[src/rtl/fpmul_arbiter.sv]
// Two-requester round-robin front end for a shared IEEE-754 single-precision multiplier.
// Optional abort-on-timeout in BUSY is enabled with macro FPMUL_ARB_TIMEOUT_EN.
module fpmul_arbiter #(
  parameter int TIMEOUT_CYC = 64
) (
  input  logic        clk,
  input  logic        rst,
  input  logic        req0_valid,
  output logic        req0_ready,
  input  logic [31:0] req0_a,
  input  logic [31:0] req0_b,
  input  logic        req1_valid,
  output logic        req1_ready,
  input  logic [31:0] req1_a,
  input  logic [31:0] req1_b,
  output logic        rsp0_valid,
  output logic [31:0] rsp0_p,
  output logic [5:0]  rsp0_flags,
  output logic        rsp0_err,
  output logic        rsp1_valid,
  output logic [31:0] rsp1_p,
  output logic [5:0]  rsp1_flags,
  output logic        rsp1_err,
  output logic        mul_start,
  output logic [31:0] mul_a,
  output logic [31:0] mul_b,
  output logic        mul_rst,
  input  logic        mul_done,
  input  logic [31:0] mul_p,
  input  logic [5:0]  mul_flags,
  output logic        busy
);

  if (TIMEOUT_CYC < 2) begin : g_bad_timeout
    $error("fpmul_arbiter: TIMEOUT_CYC must be at least 2");
  end

  typedef enum logic [1:0] {IDLE, ISSUE, BUSY, RESP} state_t;

  state_t      state;
  logic        last;
  logic        gid;
  logic        issue_second;
  logic [31:0] op_a;
  logic [31:0] op_b;
  logic        any_req;
  logic        pick;
  logic        expire;
  logic        capture;
  logic [31:0] res_p;
  logic [5:0]  res_flags;

  // With both requesting, the one not granted last wins.
  always_comb begin
    any_req = req0_valid | req1_valid;
    pick    = 1'b0;
    if (req0_valid && req1_valid) pick = ~last;
    else                          pick = req1_valid;
  end

  assign req0_ready = !rst && (state == IDLE) && any_req && !pick;
  assign req1_ready = !rst && (state == IDLE) && any_req &&  pick;
  assign busy       = (state != IDLE);
  assign mul_start  = (state == ISSUE);
  assign mul_a      = (state == IDLE) ? 32'h0 : op_a;
  assign mul_b      = (state == IDLE) ? 32'h0 : op_b;
  assign rsp0_valid = (state == RESP) && !gid;
  assign rsp1_valid = (state == RESP) &&  gid;

  assign capture   = (state == BUSY) && (mul_done || expire);
  assign res_p     = expire ? 32'h7FC0_0000 : mul_p;
  assign res_flags = expire ? 6'b000100     : mul_flags;

  always_ff @(posedge clk) begin
    if (rst) begin
      state        <= IDLE;
      last         <= 1'b1;
      gid          <= 1'b0;
      issue_second <= 1'b0;
      op_a         <= '0;
      op_b         <= '0;
      rsp0_p       <= '0;
      rsp0_flags   <= '0;
      rsp1_p       <= '0;
      rsp1_flags   <= '0;
    end else begin
      unique case (state)
        IDLE: begin
          if (any_req) begin
            gid          <= pick;
            last         <= pick;
            op_a         <= pick ? req1_a : req0_a;
            op_b         <= pick ? req1_b : req0_b;
            issue_second <= 1'b0;
            state        <= ISSUE;
          end
        end
        // Two start cycles cover the multiplier's reset-then-wait window.
        ISSUE: begin
          if (issue_second) state <= BUSY;
          issue_second <= 1'b1;
        end
        BUSY: begin
          if (capture) begin
            if (gid) begin
              rsp1_p     <= res_p;
              rsp1_flags <= res_flags;
            end else begin
              rsp0_p     <= res_p;
              rsp0_flags <= res_flags;
            end
            state <= RESP;
          end
        end
        RESP:    state <= IDLE;
        default: state <= IDLE;
      endcase
    end
  end

`ifdef FPMUL_ARB_TIMEOUT_EN
  localparam int CNT_W = $clog2(TIMEOUT_CYC);

  logic [CNT_W-1:0] cnt;
  logic             abort;

  assign expire  = (state == BUSY) && !mul_done && (cnt == CNT_W'(TIMEOUT_CYC - 1));
  assign mul_rst = rst | abort;

  // Counter sits at zero outside BUSY, so it is clear on every BUSY entry.
  always_ff @(posedge clk) begin
    if (rst) begin
      cnt      <= '0;
      abort    <= 1'b0;
      rsp0_err <= 1'b0;
      rsp1_err <= 1'b0;
    end else begin
      cnt   <= (state == BUSY) ? cnt + 1'b1 : '0;
      abort <= capture && expire;
      if (capture && !gid) rsp0_err <= expire;
      if (capture &&  gid) rsp1_err <= expire;
    end
  end
`else
  assign expire   = 1'b0;
  assign mul_rst  = rst;
  assign rsp0_err = 1'b0;
  assign rsp1_err = 1'b0;
`endif

endmodule

[config.mk]
export PLATFORM = sky130hd
export DESIGN_NAME = fpmul_arbiter
export DESIGN_NICKNAME = d
export VERILOG_FILES = /design/src/rtl/fpmul_arbiter.sv
export SDC_FILE = /design/constraint.sdc
export NUM_CORES = 1
export LEC_CHECK = 0
export ABC_AREA = 1
export CAP_MARGIN = 20
export CELL_PAD_IN_SITES_DETAIL_PLACEMENT = 1
export CELL_PAD_IN_SITES_GLOBAL_PLACEMENT = 2
export CORE_MARGIN = 2
export CORE_UTILIZATION = 20
export DETAILED_ROUTE_END_ITERATION = 16
export GPL_TIMING_DRIVEN = 0
export HOLD_SLACK_MARGIN = 0.12
export PLACE_DENSITY_LB_ADDON = 0.12
export SLEW_MARGIN = 20
export SYNTH_ARGS = -nofsm -noshare
export SYNTH_HDL_FRONTEND = slang
export SYNTH_SLANG_ARGS = --single-unit
[constraint.sdc]
create_clock -name clk -period 1.69 [get_ports clk]
set_input_delay 0.169 -clock clk [delete_from_list [all_inputs] [get_ports clk]]
set_output_delay 0.169 -clock clk [all_outputs]
set_load 0.01 [all_outputs]
==> summary.txt <==
reg-to-reg endpoint = op_a[21]
Worst Setup Start Kind = register
hpwl dp = 22180 um
failing checks = setup timing
type of the worst min-delay path = in2reg
Lkg Pwr = 5.357 nW
# clock sinks = 145
H-tree depth = 4
run status = complete, but fails checks
initial detailed-routing violation count = 190
Syn Inst Count = 1082
RSZ-0062 raised after global routing = yes
RR Startpoint = state[0]
synth unique cells = 19
worst vdd ir = 0.7825 mV
setup violators final = 52
WL/cell = 16.08 um
Post-Place Cells = 1847
Cell Area, Synth = 6795 um2
Tmin final = 1.800 ns
Global Route Usage Sum = 0.1695
Worst EP arrival = 1.63 ns
Maximum Capacitance Violations = 0
Worst-path clk slew = 0.07 ns
Final Skew = 0.01231 ns
initial antenna violation count = 3
global route total overflow = 0
Multi-input gate area = 3431 um2
first-pass GRT wire length = 46550 um
synth warn = 0
crit-path max FO = 6
worst-skew pair later-pin latency = 0.43 ns
row cnt = 67
DIE AREA = 35470 um2
final instance count without filler cells = 1905
Least-Margin Pin Slew = 0.6393 ns
maximum clock frequency = 0.5555 GHz
vias in the first global route = 8061
core area = 33530 um2
synthesis-to-layout area growth = 80.19%
Initial Util = 0.2026
Fillers = 4092
Post-CTS Hold Buffers = 0
crit share post-route = 1.065
# port buffers = 316
R2R Setup Slk = -0.02 ns
I/O Pins = 320
Worst R2R Path Depth = 11
Post-route DRC = 0
slew margin rel. = 0.5738
nets@finish = 1618
Placer Congestion = 0.7447
Setup WS post-layout = -0.1102 ns
register area share after synthesis = 0.4272
Pre-Repair DR Iteration Count = 4
ratio of cells with drive above 1 in the final layout = 0.1849
max-slew violations = 0
chip width = 188.3 um
Worst Setup SP = state[0]
Final Util = 0.3651
Critical Path RT = 1.52 ns
wirelength, routed = 30630 um
die height = 188.3 um
final hold violation count = 0
critical path class = reg2out
Mapped Avg Cell Area = 6.280 um2
CTS Root Cell = clkbuf_16
Seq cells post-synth = 145
CTS tree = built
P per Cell Area = 1488 nW/um2
Worst Setup EP = mul_a[20]
register area = 2912 um2
vias per std cell = 4.051
Vias = 7717
largest net degree at the start of global routing = 17
crit end category = output port
Num CTS Buffers = 17
Antenna Nets Post-Route = 0
Clock Path Buffers = 2
cells by family after synthesis:
| logic type | count (synthesis) | synth area share |
|---|---|---|
| DFF | 145 | 0.4272 |
| adders and majority gates | 5 | 0.009206 |
| and+or+nand+nor | 567 | 0.3231 |
| other | 1 | 0.0005519 |
| AOI/OAI and AO/OA | 144 | 0.1061 |
| buffers and inverters | 220 | 0.1339 |
routing by layer:
layer  global-route usage  routed length (um)  vias to the layer above
met3              0.05178                1996                       23
li1                     -                   -                     3974
met2               0.2902               14710                      177
met5                    0                  13                        -
met1               0.2055               13520                     3541
met4              0.04597                 383                        2
cells in the mapped netlist, drive strengths merged:
| master | number | area [um2] |
|---|---|---|
| a21oi | 40 | 200.2 |
| buf | 48 | 264.0 |
| clkbuf | 27 | 101.4 |
| conb | 1 | 3.750 |
| dfxtp | 145 | 2903 |
| ha | 5 | 62.56 |
| inv | 145 | 544.3 |
| nand2 | 181 | 681.9 |
| nand3 | 40 | 200.2 |
| nand4 | 2 | 12.51 |
| nor2 | 344 | 1301 |
| o21ai | 104 | 520.5 |
metrics by stage:
stage	hold WS [ns]	setup WS (ns)	cell area (um2)	power (mW)	TNS (ns)
after floorplan	0.3039	0.2500	6799	8.064	0
after global placement	0.4488	-0.7238	10520	11.28	-52.87
after detailed placement	0.4553	-0.7451	10520	11.31	-56.19
after CTS	0.3297	-0.1729	11370	16.35	-7.019
after global routing	0.3583	-0.1684	12240	19.60	-9.789
final	0.3500	-0.1102	12240	18.22	-3.933
placed cells by master, fill, tap and decap left out, types with 3 or more instances in the layout:
cell / instances
clkbuf_16: 29
inv_2: 3
buf_2: 30
nor2_1: 269
inv_1: 140
nand3_1: 39
ha_4: 3
o21ai_1: 39
a21oi_1: 39
clkdlybuf4s50_1: 246
clkinv_4: 3
dfxtp_1: 142
o21ai_0: 65
buf_4: 24
nor2_4: 41
buf_8: 11
clkbuf_2: 5
buf_6: 52
dlygate4sd2_1: 3
nand2_1: 179
inv_6: 5
buf_12: 9
nor2_2: 34
clkbuf_1: 19
timing repair:
action	in CTS	in global routing
endpoints found under the hold margin	0	0
resized for setup	422	160
gates cloned	3	11
setup buffers	5	7
endpoints found under the setup margin	177	189
pin swaps	3	37
worst max-delay path: stages (launching register included):
cell and delay (ns):
dfxtp_4 0.38, inv_4 0.05, ha_4 0.19, clkbuf_16 0.20, clkbuf_16 0.18, nor2_4 0.09
buf_6 0.11
worst min path at each step:
stage                     slack, ns             to  cells after the start          start
after floorplan                0.30     rsp0_p[20]                      2      mul_p[20]
after global placement         0.45     rsp1_p[31]                      2     rsp1_p[31]
after detailed placement       0.46  rsp1_flags[1]                      2  rsp1_flags[1]
after CTS                      0.33     rsp1_p[10]                      3      mul_p[10]
after global routing           0.36  rsp0_flags[5]                      3   mul_flags[5]
final                          0.35     rsp1_p[10]                      3      mul_p[10]
registers in the layout, indices dropped and copies added, names as in the netlist:
register and flops:
op_b 32, rsp1_p 32, state 2, rsp1_flags 6
rsp0_flags 6, op_a 32, rsp0_p 32, last 1
issue_second 1, gid 1
area by class of cell:
type | count | area share
flip-flops and latches | 145 | 0.2378
plain buffers | 74 | 0.05866
clock inverters | 15 | 0.01185
multi-input cells | 718 | 0.2802
well taps | 448 | 0.04578
repair buffers | 341 | 0.2857
diodes | 2 | 0.0004087
inverters | 145 | 0.04486
clock buffers | 17 | 0.03474
power by group:
group          internal (mW)  total [mW]  switching [mW]
logic                   4.79        9.91            5.12
clock network           1.95        3.74            1.79
registers               4.19        4.58           0.383
(Power assumes the default switching activity.)
